`config.mk`:
```
export PLATFORM = sky130hd
export DESIGN_NAME = phoenix_switchcontrol
export DESIGN_NICKNAME = d
export VERILOG_FILES = /design/src/rtl/phoenix_switchcontrol.sv
export SDC_FILE = /design/constraint.sdc
export NUM_CORES = 1
export LEC_CHECK = 0
export ABC_AREA = 1
export CORE_UTILIZATION = 30
export CTS_BUF_LIST = sky130_fd_sc_hd__clkbuf_4 sky130_fd_sc_hd__clkbuf_8 sky130_fd_sc_hd__clkbuf_16
export DETAILED_ROUTE_END_ITERATION = 10
export HOLD_SLACK_MARGIN = 0.02
export PLACE_DENSITY = 0.58
export REMOVE_ABC_BUFFERS = 1
export SYNTH_ARGS = -nofsm -noshare
export SYNTH_HDL_FRONTEND = slang
export SYNTH_SLANG_ARGS = --single-unit
```
`constraint.sdc`:
```
create_clock -name clock -period 1.8 [get_ports clock]
set_clock_uncertainty 0.1 [all_clocks]
set_input_delay 0.27 -clock clock [delete_from_list [all_inputs] [get_ports clock]]
set_output_delay 0.27 -clock clock [all_outputs]
set_load 0.005 [all_outputs]
```
`src/rtl/phoenix_switchcontrol.sv`:
```
// phoenix_switchcontrol: switch control for a Phoenix/Hermes NoC router.
// One header request is served per pass of a 4-state FSM
// (S_IDLE -> S_ARB -> S_ROUTE -> S_GRANT) using XY routing. Allocated output
// ports are released when the owning input's sender flag falls.
// Build option: define SWITCHCONTROL_RR_EN for round-robin arbitration;
// the default build uses fixed priority (lowest requesting port wins).
`timescale 1ns/1ps

`ifndef TAM_FLIT
`define TAM_FLIT 8
`endif

module phoenix_switchcontrol #(
  parameter logic [`TAM_FLIT-1:0] ADDRESS = '0
) (
  input  logic                   clock,
  input  logic                   reset,
  input  logic [4:0]             h,
  input  logic [5*`TAM_FLIT-1:0] data,
  input  logic [4:0]             sender,
  output logic [4:0]             ack_h,
  output logic [14:0]            mux_in,
  output logic [14:0]            mux_out,
  output logic [4:0]             free
);

  localparam int FW = `TAM_FLIT;
  localparam int HW = FW / 2;

  localparam logic [2:0] EAST  = 3'd0;
  localparam logic [2:0] WEST  = 3'd1;
  localparam logic [2:0] NORTH = 3'd2;
  localparam logic [2:0] SOUTH = 3'd3;
  localparam logic [2:0] LOCAL = 3'd4;

  localparam logic [HW-1:0] LX = ADDRESS[FW-1:HW];
  localparam logic [HW-1:0] LY = ADDRESS[HW-1:0];

  typedef enum logic [1:0] {
    S_IDLE  = 2'd0,
    S_ARB   = 2'd1,
    S_ROUTE = 2'd2,
    S_GRANT = 2'd3
  } state_t;

  state_t          state_q, state_d;
  logic [2:0]      sel_q, sel_d;
  logic [2:0]      dest_q, dest_d;
  logic [2:0]      rr_ptr_q, rr_ptr_d;
  logic [4:0]      ack_q, ack_d;
  logic [4:0]      free_q, free_d;
  logic [4:0]      sender_q, sender_d;
  logic [4:0][2:0] mux_in_q, mux_in_d;
  logic [4:0][2:0] mux_out_q, mux_out_d;

  logic [FW-1:0]   hdr;
  logic [2:0]      arb_sel;
  logic [2:0]      route_dest;

`ifdef SWITCHCONTROL_RR_EN
  // Round-robin: search upward from the port after the last winner, wrapping.
  function automatic logic [2:0] arb_pick(input logic [4:0] req, input logic [2:0] ptr);
    logic [2:0] pick;
    logic       found;
    int         idx;
    pick  = '0;
    found = 1'b0;
    for (int k = 1; k <= 5; k++) begin
      idx = (int'(ptr) + k) % 5;
      if (!found && req[idx]) begin
        pick  = 3'(idx);
        found = 1'b1;
      end
    end
    return pick;
  endfunction
`else
  // Fixed priority: lowest requesting index wins.
  function automatic logic [2:0] arb_pick(input logic [4:0] req);
    logic [2:0] pick;
    logic       found;
    pick  = '0;
    found = 1'b0;
    for (int k = 0; k < 5; k++) begin
      if (!found && req[k]) begin
        pick  = 3'(k);
        found = 1'b1;
      end
    end
    return pick;
  endfunction
`endif

  // XY routing: resolve X first, then Y; equal coordinates mean this router.
  function automatic logic [2:0] xy_route(input logic [FW-1:0] flit);
    logic [HW-1:0] tx, ty;
    logic [2:0]    d;
    tx = flit[FW-1:HW];
    ty = flit[HW-1:0];
    if (tx > LX)      d = EAST;
    else if (tx < LX) d = WEST;
    else if (ty > LY) d = NORTH;
    else if (ty < LY) d = SOUTH;
    else              d = LOCAL;
    return d;
  endfunction

`ifdef SWITCHCONTROL_RR_EN
  assign arb_sel = arb_pick(h, rr_ptr_q);
`else
  assign arb_sel = arb_pick(h);
`endif

  // Header flit of the selected input port.
  always_comb begin
    hdr = data[FW-1:0];
    for (int i = 0; i < 5; i++) begin
      if (sel_q == 3'(i)) hdr = data[i*FW +: FW];
    end
  end

  assign route_dest = xy_route(hdr);

  // Next-state logic: release of finished connections, then the FSM step.
  always_comb begin
    state_d   = state_q;
    sel_d     = sel_q;
    dest_d    = dest_q;
    rr_ptr_d  = rr_ptr_q;
    ack_d     = '0;
    free_d    = free_q;
    mux_in_d  = mux_in_q;
    mux_out_d = mux_out_q;
    sender_d  = sender;

    // A falling sender on the owning input ends the packet and frees the output.
    for (int o = 0; o < 5; o++) begin
      if (!free_q[o] && sender_q[mux_in_q[o]] && !sender[mux_in_q[o]])
        free_d[o] = 1'b1;
    end

    case (state_q)
      S_IDLE: begin
        if (|h) state_d = S_ARB;
      end
      S_ARB: begin
        // Requests may vanish between S_IDLE and S_ARB; never select an idle port.
        if (|h) begin
          sel_d = arb_sel;
`ifdef SWITCHCONTROL_RR_EN
          rr_ptr_d = arb_sel;
`endif
          state_d = S_ROUTE;
        end else begin
          state_d = S_IDLE;
        end
      end
      S_ROUTE: begin
        // Uses the registered free vector, so a same-edge release reads as busy.
        dest_d = route_dest;
        if (free_q[route_dest]) begin
          ack_d   = 5'b00001 << sel_q;
          state_d = S_GRANT;
        end else begin
          state_d = S_IDLE;
        end
      end
      S_GRANT: begin
        // Written after the release loop so a same-edge grant wins.
        free_d[dest_q]   = 1'b0;
        mux_in_d[dest_q] = sel_q;
        mux_out_d[sel_q] = dest_q;
        state_d          = S_IDLE;
      end
      default: state_d = S_IDLE;
    endcase
  end

  // State and registered outputs; reset overrides every update.
  always_ff @(posedge clock) begin
    if (reset) begin
      state_q   <= S_IDLE;
      sel_q     <= '0;
      dest_q    <= '0;
      rr_ptr_q  <= 3'd4;
      ack_q     <= '0;
      free_q    <= 5'b11111;
      sender_q  <= '0;
      mux_in_q  <= '0;
      mux_out_q <= '0;
    end else begin
      state_q   <= state_d;
      sel_q     <= sel_d;
      dest_q    <= dest_d;
      rr_ptr_q  <= rr_ptr_d;
      ack_q     <= ack_d;
      free_q    <= free_d;
      sender_q  <= sender_d;
      mux_in_q  <= mux_in_d;
      mux_out_q <= mux_out_d;
    end
  end

  assign ack_h   = ack_q;
  assign free    = free_q;
  assign mux_in  = mux_in_q;
  assign mux_out = mux_out_q;

endmodule

```
Word-level counts from Yosys, hierarchy flattened
Cells that the tools add are included.
{"block": "totals", "register_bits": 53, "input_bits": 52, "word_cells": 133}
{"block": "classes", "n_lt_le_gt_ge": 14, "eq_ne": 8, "n_shift": 1, "n_mux": 56, "bitwise_logic": 4, "reduce_logical": 34}
{"cell": "$bmux 1 s3", "count": 11}
{"cell": "$lt 3x4->1 const B", "count": 8}
{"cell": "$mux 8", "count": 4}
{"cell": "$bwmux 15", "count": 2}
{"cell": "$mux 3", "count": 9}
{"cell": "$mux 1", "count": 22}
{"cell": "$demux 3 s3", "count": 2}
{"cell": "$logic_and 1x1->1", "count": 16}
{"cell": "$logic_not 1->1", "count": 14}
{"cell": "$gt 4x1->1 const B", "count": 2}
{"cell": "$lt 4x1->1 const B", "count": 2}
{"cell": "$pmux 2 s4", "count": 1}
{"cell": "$eq 3x2->1 const B", "count": 2}
{"cell": "$ge 3x1->1 const B", "count": 2}
{"cell": "$mux 2", "count": 3}
{"cell": "$and 5x5->5", "count": 1}
{"cell": "$mux 5", "count": 1}
{"cell": "$not 5->5", "count": 1}
{"cell": "$reduce_or 5->1", "count": 1}
{"cell": "$shl 1x3->5 const A", "count": 1}
{"cell": "$eq 2x2->1 const B", "count": 2}
{"cell": "$demux 1 s3", "count": 1}
{"cell": "$eq 3x1->1 const B", "count": 1}
{"cell": "$eq 3x3->1 const B", "count": 1}
{"cell": "6 further kinds", "count": 7}

Depth between registers and ports, before layout
{"block": "depth", "ltp_word": 14, "mapped_depth": 11, "depth_no_buf": 11}

Least setup slack after synthesis
OpenSTA, ideal clock, no wires.
{"block": "synth_path", "kind": "register -> register", "from": "reg sel_q[2]", "to": "reg state_q[1]", "setup_ns": 0.132, "arrival_time_ns": 1.240, "t_required_ns": 1.568, "setup_slack_ns": 0.327, "path_stages_with_launch": 10, "synth_period_minus_slack_ns": 1.473, "path_cell_list": "dfxtp_1 -> inv_4 -> nor2_8 -> inv_4 -> nor2_1 -> a21oi_4 -> nand3_1 -> nand3_2 -> nand2_1 -> a21oi_1"}
{"block": "synth_via", "elab_chain_len": 14, "elab_cells_between_ends": 20}
{"element": "start, declared", "line_no": "47", "rtl": "logic [2:0] sel_q, sel_d;"}
{"element": "start signal, assigned", "line_no": "193", "rtl": "sel_q <= sel_d;"}
{"element": "$eq 3x1->1", "line_no": "118", "rtl": "if (sel_q == 3'(i)) hdr = data[i*FW +: FW];"}
{"element": "$mux 8 (3 in a row)", "line_no": "118"}
{"element": "$mux 8 *", "line_no": "118"}
{"element": "$lt 4x1->1", "line_no": "103", "rtl": "else if (ty < LY) d = SOUTH;"}
{"element": "$mux 3", "line_no": "103"}
{"element": "$mux 3", "line_no": "102", "rtl": "else if (ty > LY) d = NORTH;"}
{"element": "$mux 3", "line_no": "101", "rtl": "else if (tx < LX) d = WEST;"}
{"element": "$mux 3 *", "line_no": "100", "rtl": "if (tx > LX) d = EAST;"}
{"element": "$bmux 1 s3 *", "line_no": "161", "rtl": "if (free_q[route_dest]) begin"}
{"element": "$mux 1 (not written as such) *", "line_no": "161"}
{"element": "$mux 2 *", "line_no": "161"}
{"element": "$pmux 2 s4 *", "line_no": "142", "rtl": "case (state_q)"}
{"element": "end signal, assigned", "line_no": "192", "rtl": "state_q <= state_d;"}
{"element": "end, declared", "line_no": "46", "rtl": "state_t state_q, state_d;"}
Mark *: on every way between the ends. The rest lies on a longest branch, timed or not. The select of a mux whose other input is x is not followed.
A chain may end at the register's enable or synchronous reset.

Worst setup path in the final report
{"block": "layout_path", "from": "reg sel_q[0]", "to": "reg ack_q[0] (netlist: ack_h[0])"}
{"block": "layout_via", "elab_chain_len": 14, "elab_cells_between_ends": 21}
{"element": "$eq 3x1->1", "line_no": "118"}
{"element": "$mux 8 (4 in a row)", "line_no": "118"}
{"element": "$lt 4x1->1", "line_no": "103"}
{"element": "$mux 3", "line_no": "103"}
{"element": "$mux 3", "line_no": "102"}
{"element": "$mux 3", "line_no": "101"}
{"element": "$mux 3", "line_no": "100"}
{"element": "$bmux 1 s3", "line_no": "161"}
{"element": "$mux 1 (not written as such)", "line_no": "161"}
{"element": "$not 1->1 (no source line)"}
{"element": "$reduce_or 3->1 (no source line)"}
{"element": "end signal, assigned", "line_no": "196", "rtl": "ack_q <= ack_d;"}
{"element": "end, declared", "line_no": "50", "rtl": "logic [4:0] ack_q, ack_d;"}
Several ways; a longest one is shown, not always the timed one. The select of a mux whose other input is x is not followed.

==> out/summary.txt <==
status -> completed
multi-input logic area -> 960 um2
H-tree depth -> 2
antenna violations before repair -> 0
num ports -> 92
Max-Cap Viols -> 0
hold_buf cts -> 0
DIE HEIGHT -> 83.0 um
diode count -> 0
R2R depth -> 10
largest net degree at the start of global routing -> 22
vias in the first global route -> 1897
Simple-Gate Fraction of Synth Area -> 28.5%
gpl congestion -> 0.798
Hold Violations, Final -> 0
VDD IR-drop max -> 594 uV
Final Slew Violations -> 0
# rows -> 29
fin crit share -> 92.4%
power density over the cells -> 840 mW/mm2
total number of yosys warnings -> 0
count of cell types in the netlist -> 30
DRT Pass-1 Iters -> 4
worst skew pair latency -> 290 ps
worst slack, placed -> -143 ps
Final ANT Viol Nets -> 0
top-count cell post-synth -> nor2_1
Worst-path clk slew -> 80 ps
leakage -> 1.22 nW
sequential fraction of the synthesis area -> 41.7%
via count -> 1977
Routed WL -> 4940 um
top cell type's share of synthesized area -> 41.7%
FMAX -> 601 MHz
die area -> 0.00689 mm2
minimum clock period -> 1660 ps
final worst slack -> 137 ps
Setup violations, final -> 0
critical path class -> flop to flop
Synth Area in Adders -> 0%
hold crit path type -> flop to flop
Worst Setup End Kind -> flop
flop2flop setup slack -> 140 ps
mapped cell area -> 0.00197 mm2
hold path startpoint -> mux_out[5]
Mapped Cells -> 271
DR DRC count -> 0
mux contribution to synthesized area -> 0%
GRT overflow -> 0
IO Port Bufs -> 80
post-synthesis compound-gate area fraction -> 18.0%
CP Max Fanout -> 6
Critical Path AT -> 1790 ps
FFs w/ async S/R, synth -> 0%
Synth Area in XOR/XNOR -> 0%
fraction of layout cells with a size suffix above 1 -> 10.2%
post-synth top area cell -> dfxtp_1
final hold slack -> 364 ps
fill cell count -> 652
synthesis-stage register bit count -> 41
setup repair after global routing missed its margin -> false
delay-heaviest family, CP -> simple AND/OR/NAND/NOR gates
nets -> 412
root buf cell -> clkbuf_8
CP peak stage delay -> 380 ps
Die Width -> 83.0 um
number of DRC markers in iteration 0 -> 46
mean area per synthesized cell -> 7.27 um2
CTS tree -> yes
Slowest-stage cell, CP -> dfxtp_1
P&R area growth vs syn -> 52.1%
initial core utilization -> 31.0%
Core Region -> 0.00635 mm2
hpwl dp -> 3880 um
Worst Hold Path Cells -> 2
Register Area -> 823 um2
FF-to-FF Start -> sel_q[0]
cts bufs inserted -> 5
main flop type after synthesis -> dfxtp_1
Buf/Inv on CP -> 1
reg-to-reg endpoint -> ack_h[0]
GRT Total Usage -> 15.0%
synth cell count leaders -> 49 x nor2_1, 41 x dfxtp_1, 37 x nand2_1, 30 x inv_1, 25 x a21oi_1
CTS sink cnt -> 41
worst path required time -> 1930 ps
largest family of logic cells by synthesized area -> simple AND/OR/NAND/NOR gates
crit-path cells -> inv_2 -> nor2_4 -> nand2_2 -> nor2_2 -> nor2_2 -> a21oi_4 -> nand3_1 -> nand3_2 -> nand3_2 -> nor2_1
number of flops mapped to enable cells by yosys -> 0
Worst setup SP type -> flop
routed len/inst -> 11.3 um
Synth area leaders -> dfxtp_1 42%, nor2_1 9.3%, nand2_1 7.1%
hold path endpoint -> mux_out[5]
number of vias per cell -> 4.51
buffer depth of the longest clock path -> 2
first-pass GRT wire length -> 8470 um
[logic make-up after synthesis]
family | Yosys count
simple gates | 118
buf+inv | 49
other cells | 1
flops | 41
compound gates | 62
[tightest hold or removal path: cells and delay by family (launching register included)]
kind,cells,cell delay (ps)
DFF,1,320
and+or+nand+nor,1,60
AOI/OAI and AO/OA,1,50
[cell type report]
cell class / instances / share of cell area, %
clock inverter: 3 / 2.17
clock buffer: 5 / 2.30
multi-input combinational: 191 / 32.0
timing repair buffer: 86 / 28.2
tap: 77 / 3.22
inverter: 35 / 4.55
sequential: 41 / 27.5
[layout by cell type (no fill, tap or decap), drive strengths merged]
| cell | n |
|---|---|
| clkdlybuf4s50 | 80 |
| nor2 | 56 |
| dfxtp | 41 |
| nand2 | 40 |
| inv | 35 |
| a21oi | 26 |
| o21ai | 26 |
| conb | 11 |
| nand3 | 10 |
| buf | 6 |
| clkbuf | 5 |
| a211oi | 4 |
| nand3b | 3 |
| a221oi | 3 |
| nor3b | 2 |
| nor3 | 2 |
| or4 | 2 |
| and3b | 2 |
| bufinv | 2 |
| o211a | 1 |
| nand4 | 1 |
| o211ai | 1 |
| o221ai | 1 |
| clkinv | 1 |
[layer usage]
layer  global-route usage, %  wire [um]
met5                       0          0
met3                    4.08        322
met1                    18.1       2280
met4                    4.70         62
met2                    26.0       2280
[state kept, by name (all words and copies together) (netlist names)]
signal    count
free          5
sender_q      5
state_q       2
mux_out      10
dest_q        2
sel_q         3
mux_in        9
ack_h         5
[repair_timing]
action	in CTS	in global routing
buffers inserted	0	0
setup endpoints to repair	0	6
hold endpoints to repair	0	0
resized for setup	0	3
[worst max path at each step]
stage,startpoint,endpoint,depth (start not counted)
2_1_floorplan,sel_q[0],ack_h[0],10
3_3_place_gp,data[36],ack_h[1],9
3_5_place_dp,data[32],ack_h[0],9
4_1_cts,sel_q[0],ack_h[0],10
5_1_grt,sel_q[0],ack_h[0],10
6_report,sel_q[0],ack_h[0],10
[per-stage QoR]
step / total power [mW] / util [%] / cell area (um2) / cells / TNS [ps]
6_report: 2.52 / 47.2 / 3000 / 438 / 0
5_1_grt: 2.67 / 47.2 / 3000 / 438 / 0
4_1_cts: 2.54 / 47.1 / 2990 / 438 / 0
3_5_place_dp: 1.66 / 45.0 / 2860 / 430 / -830
3_3_place_gp: 1.66 / 45.0 / 2860 / 430 / -356
2_1_floorplan: 1.40 / - / 1910 / 267 / 0
[report_power, final]
part / internal (mW) / switching (mW) / total (mW) / leakage [nW]
logic: 0.289 / 0.337 / 0.625 / 0.816
clock network: 0.551 / 0.318 / 0.869 / 0.0681
registers: 0.963 / 0.0581 / 1.02 / 0.334
(Power assumes the default switching activity.)
